$ cat config.mk
export PLATFORM = sky130hd
export DESIGN_NAME = console_fanout
export DESIGN_NICKNAME = d
export VERILOG_FILES = /design/src/rtl/console_fanout.sv
export SDC_FILE = /design/constraint.sdc
export NUM_CORES = 1
export LEC_CHECK = 0
export ABC_AREA = 1
export BUFFER_PORTS_ARGS = -buffer_cell sky130_fd_sc_hd__buf_2
export CORE_MARGIN = 3
export CORE_UTILIZATION = 60
export CTS_CLUSTER_SIZE = 16
export DETAILED_ROUTE_END_ITERATION = 7
export GPL_TIMING_DRIVEN = 1
export PLACE_DENSITY_LB_ADDON = 0.15
export SYNTH_ARGS = -nofsm -noshare
export SYNTH_HDL_FRONTEND = slang
export SYNTH_SLANG_ARGS = --single-unit
export TNS_END_PERCENT = 5
$ cat constraint.sdc
create_clock -name clk -period 9.3 [get_ports clk]
set_input_delay 1.395 -clock clk [delete_from_list [all_inputs] [get_ports clk]]
set_output_delay 1.395 -clock clk [all_outputs]
set_load 0.02 [all_outputs]
$ cat src/rtl/console_fanout.sv
// Console byte distributor: DEPTH-entry FIFO broadcasting each byte
// to NCH sinks, with per-sink timeout isolation and drop counting.
module console_fanout #(
  parameter int DATA_W  = 8,
  parameter int DEPTH   = 16,
  parameter int NCH     = 3,
  parameter int TIMEOUT = 1024
) (
  input  logic              clk,
  input  logic              rstin,
  input  logic              in_val,
  output logic              in_rdy,
  input  logic [DATA_W-1:0] in_bits,
  input  logic [NCH-1:0]    ch_en,
  output logic [NCH-1:0]    out_val,
  input  logic [NCH-1:0]    out_rdy,
  output logic [DATA_W-1:0] out_bits,
  output logic [NCH-1:0]    stalled,
  output logic [$clog2(DEPTH):0] level,
  output logic [15:0]       drop_cnt
);

  localparam int AW = $clog2(DEPTH);
  localparam int LW = AW + 1;

  typedef enum logic {
    S_EMPTY,
    S_PRESENT
  } state_t;

  state_t            state;
  logic [DATA_W-1:0] mem [DEPTH];
  logic [AW-1:0]     wr_ptr;
  logic [AW-1:0]     rd_ptr;
  logic [NCH-1:0]    pending;
  logic [31:0]       timer;

  logic           push;
  logic           pres;
  logic           null_hd;
  logic           tmo;
  logic           pop;
  logic           load;
  logic [NCH-1:0] fire;
  logic [NCH-1:0] pend_nxt;
  logic [NCH-1:0] stl_nxt;
  logic [LW-1:0]  lvl_nxt;

  assign in_rdy   = rstin & (level != LW'(DEPTH));
  assign push     = in_val & in_rdy;
  assign out_val  = pending;
  assign out_bits = mem[rd_ptr];

  always_comb begin
    pres     = (state == S_PRESENT);
    fire     = pending & out_rdy;
    pend_nxt = pending & ch_en & ~stalled & ~fire;
    null_hd  = pres & (pending == '0);
    tmo      = (TIMEOUT != 0) & pres & (pending != '0)
             & (timer == 32'(TIMEOUT - 1)) & (pend_nxt != '0);
    pop      = pres & ((pend_nxt == '0) | tmo);
    lvl_nxt  = level + LW'(push) - LW'(pop);
    load     = (lvl_nxt != '0) & (~pres | pop);
    // a sink timing out now is already masked from the next head
    stl_nxt  = (stalled | (tmo ? pend_nxt : '0)) & ch_en;
  end

  always_ff @(posedge clk) begin
    if (push) mem[wr_ptr] <= in_bits;
  end

  always_ff @(posedge clk or negedge rstin) begin
    if (!rstin) begin
      state    <= S_EMPTY;
      wr_ptr   <= '0;
      rd_ptr   <= '0;
      level    <= '0;
      pending  <= '0;
      timer    <= '0;
      stalled  <= '0;
      drop_cnt <= '0;
    end else begin
      level   <= lvl_nxt;
      stalled <= stl_nxt;
      if (push) wr_ptr <= wr_ptr + AW'(1);
      if (pop) rd_ptr <= rd_ptr + AW'(1);
      if (null_hd && drop_cnt != 16'hFFFF)
        drop_cnt <= drop_cnt + 16'd1;
      if (load) begin
        state   <= S_PRESENT;
        pending <= ch_en & ~stl_nxt;
        timer   <= '0;
      end else if (pop) begin
        state   <= S_EMPTY;
        pending <= '0;
      end else begin
        pending <= pend_nxt;
        if (pending != '0) timer <= timer + 32'd1;
      end
    end
  end

endmodule

==> results.md <==
- Worst Path Required: 9630 ps
- Worst-path cell chain: buf_4 > o21ai_0 > inv_1 > nand2_1 > inv_1 > nand2_1 > nand2_1 > ha_1 > inv_1 > fa_1 > nand3b_1 > nand2_1 > xor2_1 > nand3_1 > buf_4 > nand2_4 > nand2_4 > nand2_1 > nand2_1
- Slew HR: 25.4%
- Synth warn: 0
- Clock Pin Slew Worst Setup and Hold Paths: 70 ps
- Longest Clk Path Bufs: 2
- Hold buffers post-CTS: 0
- RSZ-0062 raised after global routing: false
- Fmax: 0.201 GHz
- Worst min-delay path class: reg -> reg
- Total track usage: 25.5%
- Slowest cell on the critical path: buf_4
- Final Critical Period: 4970 ps
- CTS Sinks: 196
- Hpwl dp: 13.9 mm
- Syn Nets: 982
- Post-CTS resize count: 0
- Most frequent CP cell: nand2_1
- Dpl cell area: a little under 0.01 mm2
- Core ar.: 0.0153 mm2
- Final setup violation count: 0
- Antenna cells: 0
- Post CTS Setup Buffer Count: 0
- Post-Syn Instances: 952
- Final Cycle Share: 53.5%
- Iter 0 DRT Violations: 677
- Worst-Margin Slew: 1120 ps
- Crit path DAT: 5300 ps
- Outcome: finished, final reports clean
- Top-level I/O count: 53
- # H-tree levels: 4
- Slew Limit Fails: 0
- CTS tree: built
- Leak pwr: 4.13 nW
- Fin area: 0.0104 mm2
- P per Cell Area: 264 mW/mm2
- Chip width: 132 um
- P&R area growth vs syn: 9.47%
- Largest net degree at the start of global routing: 70
- Routed wire length: approximately 21 mm
- Nets: 1019
- CTS Buf Count: 17
- Vias in the first global route: 6635
- CP Class: in -> reg
- Share of cells above drive strength 1: 10.4%
- Drt first pass iters: 5
- Worst-Skew Late Latency: about 440 ps
- Vias: 6917
- Seq/Total Area, Yosys: 58.6%
- Final ANT Viol Nets: 0
- Yosys cell types: 32
- Max-cap violations: 0
- Vias per cell: 5.70
- Syn_area_per_cell: 9.93 um2
- Worst vdd ir: 218 uV
- Starting Density: about three fifths
- # DRC: 0
- Chip height: 132 um
- WP buf/inv: 5
- Worst setup SP type: primary input
- # rows: 45
- Die area: 0.0173 mm2
- Port Buffers: 52
- First-pass GRT wire length: 34.7 mm
- Final global-route overflow total: 0
- DR WL/cell: around 18 um
- Yosys reg bits: 196
- Final-report hold violation count: 0
- Clk_skew: around 11 ps
- Fin Setup TNS: 0 ps
- Root Driver: clkbuf_16
- Slowest stage delay, CP: 650 ps
- Initial antenna violation count: 0
- CP max FO: 69
- GPL Wtd Cong: 0.950
- Worst Setup End Kind: flop
- Synth Cell Area: 0.00946 mm2
- Filler Cells Inserted: approximately 1200
- Critical path's top delay family: simple AND/OR/NAND/NOR gates
logic make-up after synthesis:
| group | after synthesis | synth area share, % |
|---|---|---|
| simple gates | 455 | 20.7 |
| flops | 196 | 58.6 |
| buf+inv | 115 | 5.36 |
| compound gates | 110 | 7.36 |
| xor+xnor | 38 | 3.52 |
| mux | 25 | 2.65 |
| fa+ha+maj | 13 | 1.80 |
cells in the final DEF (no fill, tap or decap), drive strengths merged, types with 7 or more instances in the layout:
cell type	instances
inv	85
a21oi	34
nand2	210
o32ai	7
dfrtp	68
o21ai	34
xor2	27
ha	12
nor3	18
nor2	130
nand3	86
xnor2	11
mux2i	25
clkbuf	20
o221ai	25
buf	57
o211ai	7
edfxtp	128
power by group:
part	leakage (nW)	internal [mW]	total [mW]	switching [mW]
Clock	0.282	0.363	0.691	0.329
Combinational	1.79	0.279	0.916	0.637
Sequential	2.06	1.01	1.13	0.121
Total	4.13	1.65	2.74	1.09
sequential cells by signal, summed over array words and instances (netlist names):
name / flops
out_val: 3
stalled: 3
wr_ptr: 4
timer: 32
pres: 1
rd_ptr: 4
level: 5
mem: 128
drop_cnt: 16
cells in the mapped netlist:
library cell | n | share of area (%)
nand3_4 | 2 | 0.37
dfrtp_1 | 68 | 18
buf_4 | 4 | 0.32
a21oi_1 | 34 | 1.8
ha_1 | 12 | 1.6
nor2_2 | 4 | 0.26
edfxtp_1 | 128 | 41
o32ai_1 | 7 | 0.65
nor4b_1 | 1 | 0.093
xnor2_1 | 11 | 1.0
buf_6 | 7 | 0.83
clkbuf_1 | 20 | 0.79
o211ai_1 | 7 | 0.56
xor2_1 | 27 | 2.5
o21ai_0 | 34 | 1.8
inv_1 | 75 | 3.0
nand4_1 | 6 | 0.40
nor3_1 | 18 | 0.95
o221ai_1 | 25 | 2.3
nand2_4 | 3 | 0.36
buf_1 | 2 | 0.079
nand3_1 | 84 | 4.4
nand2_1 | 203 | 8.1
nand2_2 | 4 | 0.26
buf_2 | 6 | 0.32
clkinv_1 | 1 | 0.040
fa_1 | 1 | 0.21
nor2_1 | 124 | 4.9
nand3b_1 | 4 | 0.32
nor2_4 | 2 | 0.24
o21bai_1 | 3 | 0.24
mux2i_1 | 25 | 2.6
worst register-to-register path, cell delays in order, from the launching register on:
cell and delay, ps:
dfrtp_1 490, ha_1 300, nand2_2 110, nor2_4 160, nand2_2 150, nor2_4 160
nand3_4 120, nand2_2 140, nand2_2 200, nor2_2 200, inv_1 70, nand2_1 70
ha_1 160, inv_1 50, fa_1 390, nand3b_1 180, nand2_1 80, xor2_1 180
nand3_1 90, buf_4 260, nand2_4 390, nand2_4 310, nand2_1 160, nand2_1 60
layer usage:
metal  global-route usage [%]  part of all wire (%)  vias to the layer above
li1                         -                     -                     3323
met1                     34.7                    43                     3326
met2                     41.8                    49                      231
met3                     4.13                   5.5                       37
met4                     9.16                   2.6                        0
met5                        0                     0                        -
final cells by class:
class | instances | area (um2) | area share [%]
multi-input cells | 641 | 3400 | 32.9
clock buffers | 20 | 457 | 4.41
flip-flops and latches | 196 | 5550 | 53.6
repair buffers | 57 | 300 | 2.90
inverters | 76 | 285 | 2.76
clock inverters | 12 | 93.8 | 0.906
well taps | 211 | 264 | 2.55
per-stage QoR:
stage               hold slack (ps)  util (%)  cells  power (mW)  setup slack, ps
floorplan                       496         -    952        1.82             5280
global placement                519      64.0   1181        2.03             4030
detailed placement              515      64.0   1181        2.06             3870
CTS                             531      67.6   1213        2.75             4290
global route                    556      67.6   1213        2.89             3830
finish                          531      67.6   1213        2.74             4330
final timing paths:
path	slack, ps	from	depth (start not counted)	to
max in group asynchronous	7610	rstin	1	rd_ptr[0]
worst max-delay path	4330	rstin	19	timer[30]
worst min register to register	530	drop_cnt[12]	1	drop_cnt[12]
worst min-delay path	530	drop_cnt[12]	1	drop_cnt[12]
worst max register to register	4710	timer[0]	23	timer[30]
min in group asynchronous	1070	rstin	1	timer[26]
No activity file was read; power rests on OpenSTA's default activity.
